[src/rtl/tmr_fault_monitor.sv]
// TMR fault monitor: compares three replica values against the voted value,
// tracks per-replica health (OK / TRANSIENT / PERMANENT), counts fault onsets
// and logs onset events into a small valid/ready FIFO.
module tmr_fault_monitor #(
   parameter int width   = 64,
   parameter int cnt_w   = 8,
   parameter int persist = 4,
   parameter int depth   = 4
) (
   input  logic             clk,
   input  logic             rst,
   input  logic             sample_en,
   input  logic             clr_stats,
   input  logic [width-1:0] q_1,
   input  logic [width-1:0] q_2,
   input  logic [width-1:0] q_3,
   input  logic [width-1:0] voted_q,
   output logic [cnt_w-1:0] fault_cnt_1,
   output logic [cnt_w-1:0] fault_cnt_2,
   output logic [cnt_w-1:0] fault_cnt_3,
   output logic [2:0]       perm_fault,
   output logic             no_majority,
   output logic             evt_valid,
   input  logic             evt_ready,
   output logic [1:0]       evt_code,
   output logic [width-1:0] evt_value,
   output logic             evt_overflow
);

   typedef enum logic [1:0] {OK, TRANSIENT, PERMANENT} state_t;

   localparam int         aw        = $clog2(depth);
   localparam logic [7:0] persist_c = 8'(persist);
   localparam logic [aw:0] depth_c  = (aw+1)'(depth);

   state_t           state [3];
   logic [7:0]       run   [3];
   logic [cnt_w-1:0] cnt   [3];

   logic [2:0] mismatch;
   logic [2:0] onset;
   logic       all_differ;

   logic [1:0]       code_mem  [depth];
   logic [width-1:0] value_mem [depth];
   logic [aw-1:0]    wr_ptr;
   logic [aw-1:0]    rd_ptr;
   logic [aw:0]      count;

   logic       push;
   logic       pop;
   logic       full;
   logic       do_push;
   logic [1:0] push_code;

   assign mismatch   = {q_3 != voted_q, q_2 != voted_q, q_1 != voted_q};
   assign all_differ = (q_1 != q_2) && (q_1 != q_3) && (q_2 != q_3);

   // An onset is a sampled mismatch on a replica currently considered healthy
   always_comb begin
      for (int i = 0; i < 3; i++) begin
         onset[i] = sample_en && (state[i] == OK) && mismatch[i];
      end
   end

   // Event code: replica index for a single onset, 00 when several coincide
   always_comb begin
      push_code = 2'b00;
      case (onset)
         3'b001:  push_code = 2'b01;
         3'b010:  push_code = 2'b10;
         3'b100:  push_code = 2'b11;
         default: push_code = 2'b00;
      endcase
   end

   assign push      = |onset;
   assign evt_valid = (count != '0);
   assign pop       = evt_valid && evt_ready;
   assign full      = (count == depth_c);
   assign do_push   = push && (!full || pop);

   // Per-replica health FSM, onset counters, permanent flags and no-majority flag
   always_ff @(posedge clk or negedge rst) begin
      if (!rst) begin
         for (int i = 0; i < 3; i++) begin
            state[i] <= OK;
            run[i]   <= '0;
            cnt[i]   <= '0;
         end
         perm_fault  <= '0;
         no_majority <= 1'b0;
      end else if (clr_stats) begin
         for (int i = 0; i < 3; i++) begin
            state[i] <= OK;
            run[i]   <= '0;
            cnt[i]   <= '0;
         end
         perm_fault  <= '0;
         no_majority <= 1'b0;
      end else if (sample_en) begin
         if (all_differ) begin
            no_majority <= 1'b1;
         end
         for (int i = 0; i < 3; i++) begin
            case (state[i])
               OK: begin
                  if (mismatch[i]) begin
                     state[i] <= TRANSIENT;
                     run[i]   <= 8'd1;
                     if (cnt[i] != '1) begin
                        cnt[i] <= cnt[i] + 1'b1;
                     end
                  end
               end
               TRANSIENT: begin
                  if (!mismatch[i]) begin
                     state[i] <= OK;
                     run[i]   <= '0;
                  end else begin
                     run[i] <= run[i] + 8'd1;
                     if (run[i] + 8'd1 == persist_c) begin
                        state[i]      <= PERMANENT;
                        perm_fault[i] <= 1'b1;
                     end
                  end
               end
               default: begin
                  state[i] <= state[i];
               end
            endcase
         end
      end
   end

   // Event FIFO pointers, occupancy and sticky overflow flag
   always_ff @(posedge clk or negedge rst) begin
      if (!rst) begin
         wr_ptr       <= '0;
         rd_ptr       <= '0;
         count        <= '0;
         evt_overflow <= 1'b0;
      end else if (clr_stats) begin
         wr_ptr       <= '0;
         rd_ptr       <= '0;
         count        <= '0;
         evt_overflow <= 1'b0;
      end else begin
         if (do_push) begin
            wr_ptr <= wr_ptr + 1'b1;
         end
         if (pop) begin
            rd_ptr <= rd_ptr + 1'b1;
         end
         count <= count + {{aw{1'b0}}, do_push} - {{aw{1'b0}}, pop};
         if (push && full && !pop) begin
            evt_overflow <= 1'b1;
         end
      end
   end

   // FIFO storage; contents need no reset because occupancy gates visibility
   always_ff @(posedge clk) begin
      if (rst && !clr_stats && do_push) begin
         code_mem[wr_ptr]  <= push_code;
         value_mem[wr_ptr] <= voted_q;
      end
   end

   assign evt_code    = evt_valid ? code_mem[rd_ptr]  : 2'b00;
   assign evt_value   = evt_valid ? value_mem[rd_ptr] : '0;
   assign fault_cnt_1 = cnt[0];
   assign fault_cnt_2 = cnt[1];
   assign fault_cnt_3 = cnt[2];

endmodule

[config.mk]
export PLATFORM = sky130hd
export DESIGN_NAME = tmr_fault_monitor
export DESIGN_NICKNAME = d
export VERILOG_FILES = /design/src/rtl/tmr_fault_monitor.sv
export SDC_FILE = /design/constraint.sdc
export NUM_CORES = 1
export LEC_CHECK = 0
export ABC_AREA = 1
export CORE_ASPECT_RATIO = 1.25
export CORE_MARGIN = 2
export CORE_UTILIZATION = 45
export DETAILED_ROUTE_END_ITERATION = 8
export PLACE_DENSITY = 0.81
export SETUP_SLACK_MARGIN = 0.3
export SYNTH_ARGS = -nofsm -noshare
export SYNTH_HDL_FRONTEND = slang
export SYNTH_SLANG_ARGS = --single-unit
[constraint.sdc]
create_clock -name clk -period 10.59 [get_ports clk]
set_input_delay 2.118 -clock clk [delete_from_list [all_inputs] [get_ports clk]]
set_output_delay 2.118 -clock clk [all_outputs]
set_load 0.01 [all_outputs]
==> reports/metrics.yaml, run 1 <==
status:
  status: "finished, final reports clean"
clocking:
  clockRootBuffer: "clkbuf_16"
  htree_levels: 1
  cts_resized: 0
  cts_buffers: 31
  cts.reportedPaths.clkPinSlew_ns: 0.07
  cts_tree: "built"
  insertion_delay_ns: 0.58
  cts_setup_buffers: 0
  cts_sinks: 330
  hold_buffers: 0
  clk_path_buf_depth: 3
hold_path:
  hp-class: "register to register"
sta:
  period_needed_ns: 5.983
  fin_skew_ns: 0.01495
  setup_violations: 0
  fin_crit_sh: 0.5649
  hold_viol: 0
  tightestPinTransition_ns: 1.060
  tns_ns: 0
  maxSlewViolCount: 0
  slew-limit-headroom: 0.2931
  worst_slack_ns: 4.607
  rsz0062_at_grt: "no"
  fmax_ghz: 0.1672
final_layout:
  final_util: 0.5762
  syn_to_final_growth_pct: 25.96
  final_cells: 3390
  diodes: 0
  fin_area_sq_um: 24880
  fin_nets: 3074
  drive_gt1_frac: 0.05593
worst_setup_path:
  worst_setup_path_end_kind: "primary output"
  critPathLaunchType: "register"
  cp_slowest_cell: "buf_4"
  crit_fanout: 116
  path_cells: "clkinv_2 > buf_4 > o21ai_0 > a21oi_1 > clkdlybuf4s50_1"
  max_stage_delay_ns: 0.85
  required_ns: 8.47
  worstPathArrival_ns: 3.86
  criticalPathCategory: "register to primary output"
place:
  pre_cts_ws_ns: 4.620
  hpwl_microns: 42850
  placed_area_sq_um: 23900
  dp.cells: 3332
  globalplace.congestion: 0.9436
  port-buffer-count: 356
drt:
  routed_via_density: 5.180
  ant_nets: 0
  num_vias: 17560
  drtPass1Iterations: 5
  wl_microns: 59250
  drc_errors: 0
  wl_per_cell_microns: 17.48
  first_iter_violations: 1164
synthesis:
  ys.flop_type: "edfxtp_1"
  syn_inst: 2459
  async_reset_ff_frac: 0.2000
  ys_warn_count: 0
  synth_top_family_by_area: "simple AND/OR/NAND/NOR gates"
  ys_seq_area_frac: 0.4850
  synth_mux_area_frac: 0
  syn_area_sq_um: 19750
  ys_ff_latch: 330
  synth_fa_ha_area_frac: 0.008615
  syn_nets: 2733
  ys_types: 38
  synth_edf_count: 264
  synth_compound_area_frac: 0.07361
  yosys.area_share.xor_xnor: 0.1100
  yosys.area_share.simple: 0.2653
  synth_area_per_cell_sq_um: 8.032
power:
  power.density_nw_per_um2: 167.4
  leakage_nw: 10.17
  ir_worst_vdd_mv: 0.1419
floorplan:
  die_h_microns: 238.2
  core-area_sq_um: 43180
  io_pins: 357
  dieArea_sq_um: 45590
  num_rows: 85
  die_w_microns: 191.4
  floorplan.initialDensity: 0.4574
global_route:
  grt.overflow.total: 0
  grt_pass1_wl_microns: 90410
  grtUsageTotal: 0.2529
  grt_pass1_vias: 17280
  grt_start_max_net_pins: 117
  antenna_found_initial: 5
run:
  drv_cap: 0
-- synthesized netlist by cell type (2+ instances only) --
master,instances,area share
nand2_4,2,0.0011
o21ai_2,12,0.0053
nor3b_1,2,0.00076
nand2_2,8,0.0025
edfxtp_1,264,0.40
nor2_1,503,0.096
nor3_1,22,0.0056
dfrtp_1,66,0.084
clkinv_1,2,0.00038
nor4_1,2,0.00063
buf_2,2,0.00051
nand2_1,625,0.12
buf_1,11,0.0021
nand3_1,64,0.016
nand3_2,2,0.0010
nor2_2,5,0.0016
a21oi_1,99,0.025
xor2_1,133,0.059
inv_1,182,0.035
o21ai_1,4,0.0010
buf_6,3,0.0017
clkbuf_1,44,0.0084
ha_1,12,0.0076
xnor2_1,115,0.051
nand4_1,40,0.013
o21ai_0,153,0.039
nand3b_1,9,0.0034
or2_2,12,0.0038
inv_2,52,0.0099
-- critical path: cells and delay by family, from the launching register on --
family                 cells  cell delay [ns]
AOI/OAI and AO/OA          2             0.61
buffers and inverters      3             1.79
DFF                        1             0.76
-- final timing paths --
path,from,to,slack (ns),cells after the start
min,run[13]$_DFFE_PN0P_,run[13]$_DFFE_PN0P_,0.48,2
min reg2reg,run[13]$_DFFE_PN0P_,run[13]$_DFFE_PN0P_,0.48,2
min in group asynchronous,rst,fault_cnt_1[4]$_DFFE_PN0P_,1.79,2
max in group asynchronous,rst,rd_ptr[0]$_DFFE_PN0P_,8.13,2
max,rd_ptr[0]$_DFFE_PN0P_,evt_code[1],4.61,5
max reg2reg,count[1]$_DFF_PN0_,count[2]$_DFF_PN0_,7.04,11
-- final cells by class --
cell class / count / area, sq um
fill: 3701 / 18300
tap: 565 / 706.9
multi-input combinational: 1833 / 9074
clock buffer: 42 / 817.0
inverter: 236 / 887.1
clock inverter: 16 / 161.4
sequential: 330 / 9584
timing repair buffer: 368 / 3649
-- flip-flops by register name, summed over array words and instances, names as in the netlist, 2 cells and up --
register and flops:
rd_ptr 2, run 24, state 6, fault_cnt_1 8, value_mem 256, perm_fault 3, fault_cnt_2 8, fault_cnt_3 8
count 3, code_mem 8, wr_ptr 2
-- layer usage --
layer	global-route usage	part of all wire	routed length, microns	vias to the layer above
met5	0	0.00089	53	-
met4	0.1138	0.043	2555	10
met3	0.03589	0.056	3329	141
met2	0.4652	0.52	30850	574
met1	0.2876	0.38	22460	8271
li1	-	-	-	8564
-- logic make-up after synthesis --
logic type                 after synthesis
and+or+nand+nor                       1298
DFF                                    330
buffers and inverters                  296
AOI/OAI and AO/OA                      274
xor gates and xnor gates               248
adders and majority gates               13
-- stage by stage --
step	power (mW)	hold WS (ns)
3_3_place_gp	3.059	0.4631
2_1_floorplan	2.355	0.4489
4_1_cts	4.185	0.4824
5_1_grt	4.375	0.5058
3_5_place_dp	3.097	0.4646
6_report	4.165	0.4830
-- power by group --
| group | total [mW] | switching, mW | internal [mW] | leakage, nW |
|---|---|---|---|---|
| Combinational | 1.45 | 0.858 | 0.596 | 6.42 |
| Clock | 1.09 | 0.474 | 0.614 | 0.476 |
| Sequential | 1.62 | 0.0860 | 1.54 | 3.28 |
-- placed cells by master (no fill, tap or decap), types with 5 or more instances in the layout --
master           instances
o21ai_0                153
nand3b_1                 9
dfrtp_1                 64
buf_4                   12
or2_2                   12
nand4_1                 40
nand3_1                 64
xnor2_1                115
nand2_2                  8
clkdlybuf4s50_1        355
inv_1                  181
a21oi_1                 99
clkbuf_1                11
nor3_1                  22
clkinv_1                10
nor2_2                   5
nor2_4                   6
nand2_1                625
nor2_1                 498
edfxtp_1               264
ha_1                    12
xor2_1                 133
inv_2                   52
clkbuf_16               31
o21ai_2                 12
Power figures use the tool's default switching activity.
==> run 2, diff against run 1 <==
clock period = 5.71 ns   (was 10.59 ns; I/O delays follow)
==> reports/metrics.yaml, run 2 (same netlist as run 1, synthesis figures left out) <==
status:
  status: "finished, final reports clean"
power:
  p_comb_frac: 0.349  # about the same
  p_sw_frac: 0.3447  # +0.004225
  ir_worst_vdd_mv: 0.2192  # +55%
  clkPwrFrac: 0.270  # +0.009
  seqPwrFrac: 0.381  # -0.009
  leakage_nw: 10.25  # +0.80%
  p_int_mw: 5.155  # +88%
  p_switching_mw: 2.711  # +91%
  power.density_nw_per_um2: 314.1  # +88%
clocking:
  cts_sinks: 330  # unchanged
  cts_setup_buffers: 0  # unchanged
  cts.reportedPaths.clkPinSlew_ns: 0.06  # about the same
  cts_tree: "built"
  clockRootBuffer: "clkbuf_16"
  clk_path_buf_depth: 3  # unchanged
  htree_levels: 2  # +1
  cts_resized: 0  # unchanged
  insertion_delay_ns: 0.54  # -0.04 ns
  hold_buffers: 0  # unchanged
  cts_buffers: 34  # +9.7%
worst_setup_path:
  cp_slowest_cell: "dfrtp_4"
  critPathLaunchType: "register"
  regToRegSetupSlack_ns: 2.90  # -4.14 ns
  worstPathArrival_ns: 3.43  # -0.43 ns
  path_cells: "clkinv_2 > buf_4 > o21ai_0 > a21oi_1 > clkdlybuf4s50_1"
  max_stage_delay_ns: 0.79  # -0.06 ns
  required_ns: 4.57  # -3.90 ns
  criticalPathCategory: "register to primary output"
  worst_setup_path_end_kind: "primary output"
  reg2regPathDepth: 10  # -1
  crit_fanout: 53  # -54%
  timing.rr.end: "count[2]$_DFF_PN0_"
  r2r-start: "count[1]$_DFF_PN0_"
place:
  hpwl_microns: 43920  # +2.5%
  port-buffer-count: 356  # unchanged
  globalplace.congestion: 0.9451  # +0.16%
  pre_cts_ws_ns: 1.067  # -3.553 ns
global_route:
  grt_start_max_net_pins: 67  # -43%
  antenna_found_initial: 5  # unchanged
  grtUsageTotal: 0.2569  # +0.004074
  grt_pass1_vias: 17490  # +1.3%
  grt_pass1_wl_microns: 91200  # +0.88%
  grt.overflow.total: 0  # unchanged
hold_path:
  min_to: "run[13]$_DFFE_PN0P_"
  min_from: "run[13]$_DFFE_PN0P_"
  hp-class: "register to register"
  min_path_cells: 2  # unchanged
sta:
  fmax_ghz: 0.2186
  period_needed_ns: 4.574
  setup_violations: 0  # unchanged
  slew-limit-headroom: 0.4078  # +0.1148
  maxSlewViolCount: 0  # unchanged
  rsz0062_at_grt: "no"
  tightestPinTransition_ns: 0.8882  # -0.1721 ns
  fin_crit_sh: 0.8010
  worst_slack_ns: 1.136  # -3.471 ns
  hold_viol: 0  # unchanged
  tns_ns: 0  # unchanged
  fin_skew_ns: 0.01189  # -0.003065 ns
final_layout:
  drive_gt1_frac: 0.06179  # +0.005865
  largest_reg_flops: 256  # unchanged
  fin_nets: 3081  # +0.23%
  reg_top3: "value_mem: 256 flops, run: 24 flops"
  final_cell_mix: "625 x nand2_1, 498 x nor2_1, 355 x clkdlybuf4s50_1"
  final_common_cell: "nand2_1"
  top_register: "value_mem"
  num-fill-cells: 3764  # +1.7%
  syn_to_final_growth_pct: 26.79
drt:
  first_iter_violations: 1257  # +8.0%
  drtPass1Iterations: 5  # unchanged
  drc_errors: 0  # unchanged
  num_vias: 17730  # +0.98%
  ant_nets: 0  # unchanged
  wl_microns: 60060  # +1.4%
  wl_per_cell_microns: 17.68  # +1.1%
  routed_via_density: 5.218  # +0.74%
run:
  drv_cap: 0  # unchanged
floorplan:
  io_pins: 357  # unchanged
  die_h_microns: 238.2  # unchanged
  core-area_sq_um: 43180  # unchanged
  floorplan.initialDensity: 0.4574  # unchanged
  die_w_microns: 191.4  # unchanged
  num_rows: 85  # unchanged
  dieArea_sq_um: 45590  # unchanged
[run 2: worst max-delay path: cells and delay by family (launching register included)]
| kind | cells | cell delay [ns] |
|---|---|---|
| AO/OA/AOI/OAI | 2 | 0.43 |
| buffers and inverters | 3 | 1.62 |
| flip-flops | 1 | 0.79 |
[run 2: worst max path at each step]
| stage | from | to | slack [ns] | depth (start not counted) |
|---|---|---|---|---|
| floorplan | q_1[2] | code_mem[0][0]$_DFFE_PP_ | 0.41 | 13 |
| CTS | rd_ptr[0]$_DFFE_PN0P_ | evt_value[34] | 1.11 | 5 |
| global placement | voted_q[27] | value_mem[2][29]$_DFFE_PP_ | 1.14 | 13 |
| finish | rd_ptr[0]$_DFFE_PN0P_ | evt_value[34] | 1.14 | 5 |
| global route | rd_ptr[0]$_DFFE_PN0P_ | evt_value[34] | 0.95 | 5 |
| detailed placement | voted_q[8] | value_mem[3][32]$_DFFE_PP_ | 1.07 | 15 |
[run 2: area by class of cell]
type                       instances  area (sq um)  share of cell area
tap                              565         706.9             0.02823
timing repair buffer             372          3729              0.1489
antenna                            1         2.502          0.00009992
clock inverter                    24         176.4            0.007045
multi-input combinational       1833          9074              0.3623
sequential                       330          9584              0.3827
clock buffer                      37         883.3             0.03527
inverter                         236         887.1             0.03542
[run 2: metal layers]
layer | GRT usage | wire length [microns]
met1 | 0.2879 | 22720
met2 | 0.4707 | 30840
met3 | 0.04148 | 3690
met4 | 0.1221 | 2746
met5 | 0 | 69
[run 2: metrics by stage]
step / total power, mW / utilization / cells / hold slack, ns / cell area (sq um)
after floorplan: 4.367 / - / 2459 / 0.4489 / 19750
after global routing: 8.237 / 0.5799 / 3397 / 0.5238 / 25040
final: 7.866 / 0.5800 / 3398 / 0.4828 / 25040
after CTS: 7.904 / 0.5799 / 3397 / 0.4897 / 25040
after global placement: 5.706 / 0.5554 / 3336 / 0.4620 / 23980
after detailed placement: 5.773 / 0.5554 / 3336 / 0.4727 / 23980
[run 2: power by group through the flow]
stage          logic, mW  clock network [mW]  registers [mW]
6_report            2.74                2.13            3.00
2_1_floorplan       1.36                   0            3.00
3_5_place_dp        2.73                   0            3.04
3_3_place_gp        2.68                   0            3.03
4_1_cts             2.75                2.16            2.99
5_1_grt             2.98                2.23            3.02
==> run 3, diff against run 2 <==
PLACE_DENSITY = 0.84   (was 0.81)
clock period = 3.7 ns   (was 5.71 ns; I/O delays follow)
==> reports/metrics.yaml, run 3 (same netlist as run 1, synthesis figures left out) <==
final_layout:
  final_common_cell: "nand2_1"
  regArea_sq_um: 9584  # unchanged
  fin_nets: 3331  # +8.1%
  reg_top3: "value_mem: 256 flops, run: 24 flops"
  num-fill-cells: 3531  # -6.2%
  multiInputGateArea_sq_um: 9140  # +0.73%
  fin_area_sq_um: 27280  # +8.9%
  largest_reg_flops: 256  # unchanged
  top_register: "value_mem"
  final_cells: 3649  # +7.4%
  final_cell_mix: "623 x nand2_1, 489 x nor2_1, 332 x clkdlybuf4s50_1"
  drive_gt1_frac: 0.1435  # +0.08167
  syn_to_final_growth_pct: 38.10
clocking:
  cts.reportedPaths.clkPinSlew_ns: 0.07  # about the same
  insertion_delay_ns: 0.58  # +0.04 ns
  cts_buffers: 31  # -8.8%
  clockRootBuffer: "clkbuf_16"
  clk_path_buf_depth: 3  # unchanged
  cts_tree: "built"
  htree_levels: 1  # -1
  cts_sinks: 330  # unchanged
worst_setup_path:
  worstPathArrival_ns: 2.61  # -0.82 ns
  worst_setup_path_end_kind: "primary output"
  regToRegSetupSlack_ns: 0.94  # -1.96 ns
  criticalPathCategory: "register to primary output"
  timing.rr.end: "count[2]$_DFF_PN0_"
  crit_fanout: 23  # -57%
  required_ns: 2.96  # -1.61 ns
  r2r-start: "state[2]$_DFFE_PN0P_"
  critPathLaunchType: "register"
  reg2regPathDepth: 11  # +1
run:
  drv_cap: 0  # unchanged
floorplan:
  io_pins: 357  # unchanged
  num_rows: 85  # unchanged
  floorplan.initialDensity: 0.4574  # unchanged
  die_h_microns: 238.2  # unchanged
  die_w_microns: 191.4  # unchanged
  core-area_sq_um: 43180  # unchanged
  dieArea_sq_um: 45590  # unchanged
sta:
  rsz0062_at_grt: "yes"
  slew-limit-headroom: 0.4205  # +0.01267
  fin_skew_ns: 0.01295  # +0.001064 ns
  setup_violations: 0  # unchanged
  fmax_ghz: 0.2985
  fin_crit_sh: 0.9054
  tightestPinTransition_ns: 0.8692  # -0.01901 ns
  period_needed_ns: 3.350
  maxSlewViolCount: 0  # unchanged
  hold_viol: 0  # unchanged
  holdWs_ns: 0.3735  # -0.1093 ns
place:
  dp.cells: 3584  # +7.4%
  placed_area_sq_um: 25990  # +8.4%
  port-buffer-count: 356  # unchanged
  hpwl_microns: 48380  # +10%
  globalplace.congestion: 0.9631  # +1.9%
power:
  power.density_nw_per_um2: 464.4  # +48%
  p_total_mw: 12.67  # +61%
  ir_worst_vdd_mv: 0.4034  # +84%
  leakage_nw: 11.73  # +14%
global_route:
  grt_pass1_wl_microns: 98660  # +8.2%
  grt_pass1_vias: 19060  # +8.9%
  grt.overflow.total: 0  # unchanged
  antenna_found_initial: 2  # -3
  grt_start_max_net_pins: 69  # +3.0%
  grtUsageTotal: 0.2772  # +0.02024
drt:
  first_iter_violations: 1599  # +27%
  ant_nets: 0  # unchanged
  num_vias: 18940  # +6.8%
  wl_per_cell_microns: 17.72  # +0.26%
  wl_microns: 64670  # +7.7%
  routed_via_density: 5.189  # -0.56%
  drtPass1Iterations: 8  # +3
  drc_errors: 0  # unchanged
hold_path:
  hp-class: "input pin to asynchronous set/reset pin"
status:
  status: "finished, final reports clean"
## run 3: area by class of cell
cell class	instances	share of cell area
Sequential cell	330	0.3514
Multi-Input combinational cell	1833	0.3351
Timing Repair Buffer	625	0.2160
Inverter	236	0.03261
Clock buffer	35	0.02936
Tap cell	565	0.02592
Clock inverter	22	0.009357
Antenna cell	3	0.0002752
## run 3: worst max path at each step
stage | start | end | slack, ns | cells past startpoint
floorplan | q_1[2] | code_mem[0][0]$_DFFE_PP_ | -0.16 | 13
global placement | voted_q[50] | count[2]$_DFF_PN0_ | -0.43 | 20
detailed placement | voted_q[50] | count[2]$_DFF_PN0_ | -0.37 | 20
CTS | rd_ptr[0]$_DFFE_PN0P_ | evt_value[62] | 0.27 | 7
global route | voted_q[52] | count[2]$_DFF_PN0_ | 0.24 | 20
finish | rd_ptr[0]$_DFFE_PN0P_ | evt_value[38] | 0.35 | 7
## run 3: per-layer routing
layer,GRT usage,routed length [microns],share of wire,up-vias
li1,-,-,-,9112
met1,0.3128,23780,0.37,8824
met2,0.4996,32410,0.50,807
met3,0.03780,4589,0.071,192
met4,0.1550,3894,0.060,0
met5,0,0,0,-
## run 3: worst max-delay path: stages, from the launching register on
cell             delay, ns
dfrtp_4               0.50
buf_4                 0.18
clkbuf_16             0.22
nor2_1                0.07
nor2_1                0.08
o21ai_0               0.08
a21oi_1               0.31
clkdlybuf4s50_1       0.61
## run 3: what timing repair did
item	CTS	global route
setup endpoints to repair	42	18
hold buffers	0	0
gates resized for setup	10	38
cloned	1	1
pin swaps	0	1
setup buffers	2	1
## run 3: power breakdown
part | leakage (nW) | switching [mW] | total [mW] | internal, mW
combinational | 7.94 | 2.75 | 4.80 | 2.06
clock | 0.506 | 1.38 | 3.28 | 1.91
sequential | 3.28 | 0.188 | 4.58 | 4.39
## run 3: metrics by stage
stage	util	TNS (ns)	setup slack, ns
2_1_floorplan	-	-43.24	-0.1638
3_3_place_gp	0.6020	-20.09	-0.4274
3_5_place_dp	0.6020	-13.60	-0.3681
4_1_cts	0.6283	0	0.2729
5_1_grt	0.6317	0	0.2412
6_report	0.6317	0	0.3501
